--- src/rtl/div_ctrl_pkg.sv ---
// rtl/div_ctrl_pkg.sv - shared definitions for the EX-stage divide sequencer
// State encodings, ALU/function codes for DIV/DIVU and the default operand width.
package div_ctrl_pkg;

  localparam int def_width = 32;

  typedef enum logic [1:0] {
    div_idle    = 2'b00,
    div_by_zero = 2'b01,
    div_on      = 2'b10,
    div_end     = 2'b11
  } div_state_t;

  localparam logic [7:0] aluop_div  = 8'b0001_1010;
  localparam logic [7:0] aluop_divu = 8'b0001_1011;

  localparam logic [5:0] func_div   = 6'b01_1010;
  localparam logic [5:0] func_divu  = 6'b01_1011;

endpackage

--- src/rtl/div_step.sv ---
// rtl/div_step.sv - one combinational restoring-division iteration
// Shifts in the next dividend bit and subtracts the divisor when it fits.
module div_step
  import div_ctrl_pkg::*;
#(
  parameter int WIDTH = def_width
) (
  input  logic [WIDTH-1:0] rem,
  input  logic             dvd_bit,
  input  logic [WIDTH-1:0] divisor,
  output logic [WIDTH-1:0] rem_next,
  output logic             q_bit
);

  logic [WIDTH:0] shifted;
  logic [WIDTH:0] diff;

  assign shifted  = {rem, dvd_bit};
  assign diff     = shifted - {1'b0, divisor};
  // rem < divisor keeps shifted below 2*divisor, so the top bit of diff is a clean borrow
  assign q_bit    = ~diff[WIDTH];
  assign rem_next = q_bit ? diff[WIDTH-1:0] : shifted[WIDTH-1:0];

endmodule

--- src/rtl/div_ctrl.sv ---
// rtl/div_ctrl.sv - multi-cycle DIV/DIVU sequencer with pipeline stall request
// Optional build macro DIV_EARLY_OUT_EN: finish at once when |dividend| < |divisor|.
module div_ctrl
  import div_ctrl_pkg::*;
#(
  parameter int WIDTH = def_width,
  parameter int CNT_W = 6
) (
  input  logic             clk,
  input  logic             rst,
  input  logic             start,
  input  logic             signed_div,
  input  logic [WIDTH-1:0] dividend,
  input  logic [WIDTH-1:0] divisor,
  input  logic             annul,
  output logic [WIDTH-1:0] result_lo,
  output logic [WIDTH-1:0] result_hi,
  output logic             ready,
  output logic             stall_req,
  output logic             busy
);

  div_state_t state, state_next;

  logic [CNT_W-1:0] cnt;
  logic [WIDTH-1:0] rem_q, dvd_q, dsr_q;
  logic             neg_quo, neg_rem;

  logic [WIDTH-1:0] dvd_mag, dsr_mag, rem_next, quo_final;
  logic             q_bit, div_zero, early, last_step;

  assign dvd_mag   = (signed_div && dividend[WIDTH-1]) ? -dividend : dividend;
  assign dsr_mag   = (signed_div && divisor[WIDTH-1])  ? -divisor  : divisor;
  assign div_zero  = (divisor == '0);
  assign last_step = (cnt == CNT_W'(WIDTH - 1));
  assign quo_final = {dvd_q[WIDTH-2:0], q_bit};

`ifdef DIV_EARLY_OUT_EN
  assign early = (dvd_mag < dsr_mag);
`else
  assign early = 1'b0;
`endif

  // dvd_q doubles as the quotient shift register: dividend bits leave the top, quotient bits enter the bottom
  div_step #(.WIDTH(WIDTH)) u_step (
    .rem      (rem_q),
    .dvd_bit  (dvd_q[WIDTH-1]),
    .divisor  (dsr_q),
    .rem_next (rem_next),
    .q_bit    (q_bit)
  );

  always_ff @(posedge clk or posedge rst) begin
    if (rst) state <= div_idle;
    else     state <= state_next;
  end

  always_comb begin
    state_next = state;
    if (annul) begin
      state_next = div_idle;
    end else begin
      case (state)
        div_idle:    if (start) state_next = div_zero ? div_by_zero : (early ? div_end : div_on);
        div_by_zero: state_next = div_end;
        div_on:      if (last_step) state_next = div_end;
        div_end:     state_next = div_idle;
        default:     state_next = div_idle;
      endcase
    end
  end

  always_comb begin
    busy      = (state != div_idle);
    ready     = (state == div_end) && !annul;
    stall_req = 1'b0;
    case (state)
      div_idle:    stall_req = start && !annul && !rst;
      div_by_zero: stall_req = 1'b1;
      div_on:      stall_req = 1'b1;
      default:     stall_req = 1'b0;
    endcase
  end

  always_ff @(posedge clk or posedge rst) begin
    if (rst) begin
      cnt       <= '0;
      rem_q     <= '0;
      dvd_q     <= '0;
      dsr_q     <= '0;
      neg_quo   <= 1'b0;
      neg_rem   <= 1'b0;
      result_lo <= '0;
      result_hi <= '0;
    end else begin
      case (state)
        div_idle: if (start && !annul) begin
          cnt     <= '0;
          rem_q   <= '0;
          dsr_q   <= dsr_mag;
          dvd_q   <= div_zero ? dividend : dvd_mag;
          neg_quo <= signed_div && (dividend[WIDTH-1] ^ divisor[WIDTH-1]);
          neg_rem <= signed_div && dividend[WIDTH-1];
          if (!div_zero && early) begin
            result_lo <= '0;
            result_hi <= dividend;
          end
        end
        div_by_zero: if (!annul) begin
          result_lo <= '1;
          result_hi <= dvd_q;
        end
        div_on: if (!annul) begin
          cnt   <= cnt + 1'b1;
          rem_q <= rem_next;
          dvd_q <= quo_final;
          if (last_step) begin
            result_lo <= neg_quo ? -quo_final : quo_final;
            result_hi <= neg_rem ? -rem_next  : rem_next;
          end
        end
        default: ;
      endcase
    end
  end

endmodule
--- config.mk ---
export PLATFORM = sky130hd
export DESIGN_NAME = div_ctrl
export DESIGN_NICKNAME = d
export VERILOG_FILES = /design/src/rtl/div_ctrl_pkg.sv /design/src/rtl/div_step.sv /design/src/rtl/div_ctrl.sv
export SDC_FILE = /design/constraint.sdc
export NUM_CORES = 1
export LEC_CHECK = 0
export CORE_ASPECT_RATIO = 0.75
export CORE_MARGIN = 1.5
export CORE_UTILIZATION = 47
export CTS_CLUSTER_SIZE = 10
export DETAILED_ROUTE_END_ITERATION = 6
export GPL_ROUTABILITY_DRIVEN = 1
export GPL_TIMING_DRIVEN = 0
export PLACE_DENSITY_LB_ADDON = 0.2
export REMOVE_ABC_BUFFERS = 1
export SYNTH_ARGS = -nofsm -noshare
export SYNTH_HDL_FRONTEND = slang
export SYNTH_SLANG_ARGS = --single-unit
--- constraint.sdc ---
create_clock -name clk -period 6.8 [get_ports clk]
set_input_delay 2.04 -clock clk [delete_from_list [all_inputs] [get_ports clk]]
set_output_delay 2.04 -clock clk [all_outputs]
set_load 0.01 [all_outputs]
==> results.md, run 1 <==
- Status: complete, no violations
- CTS H-tree depth: 4
- Crit Path Max Fanout: 11
- Root Buffer: clkbuf_16
- Via count: 12.2k
- Max Freq: between 0.15 and 0.2 GHz
- Placed Cells: about 2.0k
- Core footprint: between 0.02 and 0.03 sq mm
- MaxCap Viol Count: 0
- Sw Share: 0.447
- HPWL Detailed: 28.6 mm
- Ports: 136
- Mapped Cells: 1593
- CP endpoint kind: output port
- All-layer global routing usage: 0.279
- Placer Congestion: 0.903
- Clk Latency, worst-skew pair: about 0.45 ns
- Worst setup SP type: primary input
- Share of cells above drive strength 1: 0.0470
- Die X: 192 microns
- Crit path time final: about 6.5 ns
- Cts bufs inserted: 17
- Die Span Y: roughly 140 microns
- Routed vias/inst: around 6.0
- Starting DRT DRC Count: between 1k and 1.5k
- Crit path arrival time: 4.48 ns
- CP required: ~4.8 ns
- Avg WL per Cell: roughly 19 microns
- Final Skew: roughly 0.0084 ns
- Yosys Warn Count: 0
- Largest net degree at the start of global routing: 109
- Post-Layout Cell Count: 2025
- Internal cell power: roughly 0.0031 W
- CTS clk-pin slew, worst paths: roughly 0.070 ns
- Die area: 0.0278 sq mm
- Max clock buf depth: 2
- Synth unique cells: 74
- DRC Markers: 0
- Hold Violations, Final: 0
- Grt ovf: 0
- Fillers: ~2.5k
- Pwr dens: about 380 mW/mm^2
- Comb pwr share: 0.506
- Starting Density: 0.481
- Setup violators final: 0
- Worst slew pin tran: around 1.2 ns
- Sequential-to-total area share from yosys stat: 0.338
- Total wire length: roughly 38 mm
- # rows: 51
- Final net count: ~1.8k
- Vias in the first global route: around 11k
- Antenna Cells: 0
- Flop-to-flop setup slack: approximately 0.46 ns
- Slew headroom: 0.186
- Maximum vdd drop: 0.241 mV
- Critical Path Source: annul
- Synthesized area per cell: between 7 and 8 sq um
- Psw: 0.00249 W
- Clock network fraction of total power: 0.173
- # clock sinks: 170
- Fin. max-slew vios: 0
- First-pass GRT wire length: 60.5 mm
- Worst hold-check path type: flip-flop to flip-flop
- CTS tree: yes
- Mapped Area: 0.0126 sq mm
- IO Port Bufs: about 140
- Flop pwr share: 0.321
- FF+latch count, synth: 170
- Initial antenna violation count: 1
- Worst Hold Launch: dsr_q[12]
- RR Startpoint: dvd_q[31]
- Final Cycle Share: 0.959
- Leak: ~6 nW
- Worst Path Class, Setup: primary input to output port
- Post-synth EDFFs: 0
- Setup TNS: 0 ns
- Ys flop type: dfrtp_1
- Cts hold-fix bufs: 0
- Post-route ant nets: 0
- RSZ-0062 raised after global routing: false
- Drt first pass iters: 5
- Synth-to-Final Area Change: 17.6%
- Asr flop ratio synth: 1.00
- Final core occ: 0.566
==> layout make-up <==
class,instances,area (sq um),share of cell area
Multi-Input combinational cell,1274,7820,0.527
Sequential cell,170,4250,0.287
Timing Repair Buffer,147,1530,0.103
Clock buffer,19,453,0.0306
Tap cell,344,430,0.0290
Inverter,58,230,0.0155
Clock inverter,13,106,0.00718
==> cell usage after synthesis (16+ instances only) <==
cell type	instances	area share
xor2_1	79	0.055
clkbuf_1	78	0.023
nand3_1	24	0.0095
a21oi_1	158	0.063
o31ai_1	27	0.016
xnor2_1	64	0.044
inv_1	57	0.017
nand2b_1	16	0.0079
nor2_1	158	0.047
nand2_1	194	0.058
o21ai_0	155	0.062
o22ai_1	35	0.017
nor3_1	33	0.013
ha_1	42	0.042
dfrtp_1	170	0.34
mux2i_1	30	0.024
o41ai_1	18	0.013
or3_1	22	0.011
==> power groups by stage <==
stage | Clock, W | Combinational [W] | Sequential [W]
CTS | 0.000971 | 0.00280 | 0.00178
global route | 0.00101 | 0.00312 | 0.00184
global placement | 0 | 0.00270 | 0.00178
detailed placement | 0 | 0.00279 | 0.00179
finish | 0.000962 | 0.00281 | 0.00179
floorplan | 0 | 0.00178 | 0.00175
==> through the flow <==
step                      cell area [sq um]  power [W]  setup slack (ns)  hold WS, ns
final                                 14800    0.00556             0.277        0.480
after global routing                  14800    0.00597            0.0833        0.509
after CTS                             14800    0.00555             0.192        0.486
after detailed placement              14200    0.00458            -0.199        0.468
after global placement                14000    0.00449             -3.33        0.460
after floorplan                       12200    0.00353            -0.603        0.450
==> registers in the layout, summed over array words and instances (netlist names) <==
signal and cells:
rem_q 32, dvd_q 32, result_lo 32, neg_quo 1, dsr_q 32, state 2, result_hi 32, cnt 6
neg_rem 1
==> placed cells by master, fill, tap and decap left out, types with 35 or more instances in the layout <==
master / instances
xnor2_1: 64
clkdlybuf4s50_1: 135
inv_1: 56
dfrtp_1: 170
o22ai_1: 35
o21ai_0: 155
nor2_1: 155
xor2_1: 79
ha_1: 41
a21oi_1: 157
nand2_1: 194
==> routing by layer <==
metal / global-route usage / part of all wire / wire length, microns / vias up
li1: - / - / - / 5863
met2: 0.416 / 0.43 / 16500 / 445
met5: 0 / 0 / 0 / -
met4: 0.0632 / 0.012 / 439 / 0
met3: 0.0446 / 0.077 / 2930 / 34
met1: 0.421 / 0.48 / 18200 / 5833
==> critical path, cell delays in order <==
cell	delay [ns]
clkdlybuf4s50_1	0.71
nand3b_1	0.78
nor2_1	0.26
nor2_1	0.06
nor2_1	0.09
clkdlybuf4s50_1	0.54
==> path summary, 6_finish.rpt <==
path                            endpoint  cells after the start
max in group asynchronous  result_lo[30]                      3
max                            stall_req                      6
min reg2reg                    dsr_q[12]                      2
min in group asynchronous   result_hi[1]                      2
max reg2reg                result_hi[20]                     24
min                            dsr_q[12]                      2
==> what timing repair did <==
action | in CTS | in global routing
gates resized for setup | 2 | 3
pin swaps | 0 | 1
setup endpoints to repair | 6 | 10
setup buffers | 0 | 4
==> cells by family after synthesis <==
family | Yosys count | share of synthesized area
multiplexers | 33 | 0.0265
adder cells (fa/ha/maj) | 43 | 0.0433
buffers and inverters | 149 | 0.0453
flip-flops | 170 | 0.338
AO/OA/AOI/OAI | 509 | 0.247
XOR/XNOR | 143 | 0.0994
AND/OR/NAND/NOR | 546 | 0.201
No activity file was read; power rests on OpenSTA's default activity.
==> inputs of run 2 (changes only) <==
--- a/config.mk
+++ b/config.mk
@@ -10,6 +10,7 @@
 export CORE_UTILIZATION = 47
 export CTS_CLUSTER_SIZE = 10
 export DETAILED_ROUTE_END_ITERATION = 6
+export DONT_BUFFER_PORTS = 1
 export GPL_ROUTABILITY_DRIVEN = 1
 export GPL_TIMING_DRIVEN = 0
 export PLACE_DENSITY_LB_ADDON = 0.2
==> run 2 against run 1 <==
Global-route usage fell by 0.090 points. Setup slack improved by 0.21 ns. Final area fell by 8.6%. Routed wire length is 0.41% lower. Largest cell class unchanged. Die area unchanged. Largest power group unchanged. Critical path type is now flip-flop to flip-flop. Clock skew increased by 0.0064 ns. Fmax is 3.2% higher.
==> results.md, run 2 (synthesized netlist as in run 1, its figures left out) <==
- Antenna Cells: 0
- Commonest non-fill, non-tap cells in the layout: nand2_1, dfrtp_1, a21oi_1, o21ai_0, nor2_1
- Crit path arrival time: around 6.7 ns
- Worst Path Class, Setup: flip-flop to flip-flop
- Routed vias/inst: about 6.1
- RSZ-0062 raised after global routing: false
- Post-route cell area: 0.0136 sq mm
- Setup violators final: 0
- Die Span Y: between 100 and 150 microns
- Drt first pass iters: 5
- Share of cells above drive strength 1: 0.0535
- Pwr Total: between 0.005 and 0.006 W
- Starting Density: 0.481
- DP Area: 0.0129 sq mm
- Crit Path Max Fanout: 46
- Die area: roughly 0.028 sq mm
- Post-Layout Cell Count: approximately 1.9k
- Die X: 192 microns
- # clock sinks: 170
- Cts hold-fix bufs: 0
- Status: complete, no violations
- CP Buf/Inv Count: 5
- Core footprint: 0.0262 sq mm
- Total wire length: 37.9 mm
- Max Freq: roughly 0.16 GHz
- Worst hold-check path type: flip-flop to flip-flop
- Avg WL per Cell: 20.0 microns
- CP required: slightly above 7 ns
- First-pass GRT wire length: roughly 60 mm
- HPWL Detailed: ~28 mm
- MaxCap Viol Count: 0
- CP endpoint kind: flip-flop
- Starting DRT DRC Count: between 900 and 1k
- CTS tree: yes
- Final Skew: 0.0149 ns
- Hold Violations, Final: 0
- Final Cycle Share: 0.929
- Max stage delay on crit path: just over 0.5 ns
- Most used cell along the critical path: inv_1
- IO Port Bufs: 0
- Worst slew pin tran: approximately 1.2 ns
- Via count: 11.6k
- Maximum vdd drop: about 0.24 mV
- Ports: 136
- CTS clk-pin slew, worst paths: 0.07 ns
- Post-route ant nets: 0
- Max clock buf depth: 2
- Cts bufs inserted: 17
- Vias in the first global route: approximately 11k
- Commonest non-fill, non-tap cell in the layout: nand2_1
- Crit path time final: 6.32 ns
- Root Buffer: clkbuf_16
- Largest net degree at the start of global routing: 95
- Setup TNS: 0 ns
- Slew headroom: 0.190
- Slowest CP cell: dfrtp_2
- CTS H-tree depth: 4
- Pwr dens: approximately 400 mW/mm^2
- # rows: about 50
- Grt ovf: 0
- Worst setup SP type: flip-flop
- All-layer global routing usage: 0.278
- Cell Chain, Critical Path: inv_1, ha_1, inv_1, fa_1, a211oi_1, o211ai_1, nand2_1, a21oi_2, mux2i_4, nor2_4, buf_12, inv_8, nor2_1, a21oi_1, ha_1, inv_1, or4_1, nor2b_1, o21ai_0, o22a_1, or2_2, o21ai_1, xnor2_1, a221oi_1
- Clk Latency, worst-skew pair: ~0.45 ns
- Placer Congestion: 0.903
- Leak: between 5 and 6 nW
- Final net count: 1649
- DRC Markers: 0
- Placed Cells: approximately 1.9k
- Synth-to-Final Area Change: 7.58%
- Fin. max-slew vios: 0
- Initial antenna violation count: 1
- Critical path's top delay family: compound AO/OA/AOI/OAI gates
==> run 2: changes by cell type in the layout (fill, tap and decap cells not counted), sizes merged <==
cell,change
inv,-3
buf,+4
bufinv,+3
clkdlybuf4s50,-135
==> run 2: metrics by stage <==
| stage | hold WS [ns] | utilization | setup WS (ns) |
|---|---|---|---|
| after global placement | 0.465 | 0.484 | -3.34 |
| after CTS | 0.488 | 0.515 | 0.192 |
| after detailed placement | 0.472 | 0.491 | -0.195 |
| after global routing | 0.517 | 0.518 | 0.0798 |
| final | 0.480 | 0.518 | 0.483 |
| after floorplan | 0.450 | - | -0.603 |
==> run 2: power breakdown <==
part | switching (W) | total, W | internal [W]
registers | 0.000525 | 0.00190 | 0.00137
clock network | 0.000450 | 0.00104 | 0.000591
logic | 0.00144 | 0.00235 | 0.000907
total | 0.00242 | 0.00529 | 0.00287
==> run 2: cell type report <==
cell class                      instances  area [sq um]
Clock buffer                           19           443
Clock inverter                         13           166
Fill cell                            2510         12600
Inverter                               58           233
Multi-Input combinational cell       1274          7820
Sequential cell                       170          4260
Tap cell                              344           430
Timing Repair Buffer                   16           208
==> run 2: worst reg2reg max path: cells and delay by family, from the launching register on <==
kind	cells	cell delay, ns
AO/OA/AOI/OAI	8	2.05
AND/OR/NAND/NOR	6	1.40
buffers and inverters	5	0.92
adder cells (fa/ha/maj)	3	0.86
flip-flops	1	0.51
multiplexers	1	0.39
XOR/XNOR	1	0.11
==> run 2: what timing repair did <==
action	CTS	global route
pin swaps	0	2
endpoints found under the setup margin	5	11
setup buffers	0	8
endpoints found under the hold margin	0	0
resized for setup	2	5
==> run 2: final timing paths <==
kind	cells after the start	end	slack, ns	start
min in group asynchronous	1	rem_q[0]	1.53	rst
worst max register to register	24	result_hi[20]	0.48	dvd_q[31]
max in group asynchronous	2	dvd_q[31]	4.37	rst
worst max-delay path	24	result_hi[20]	0.48	dvd_q[31]
worst min register to register	2	dsr_q[16]	0.48	dsr_q[16]
worst min-delay path	2	dsr_q[16]	0.48	dsr_q[16]
==> run 2: routing by layer <==
| layer | share of wire | global-route usage |
|---|---|---|
| met2 | 0.43 | 0.414 |
| met1 | 0.48 | 0.407 |
| met3 | 0.081 | 0.0680 |
| met5 | 0 | 0 |
| met4 | 0.0096 | 0.0563 |
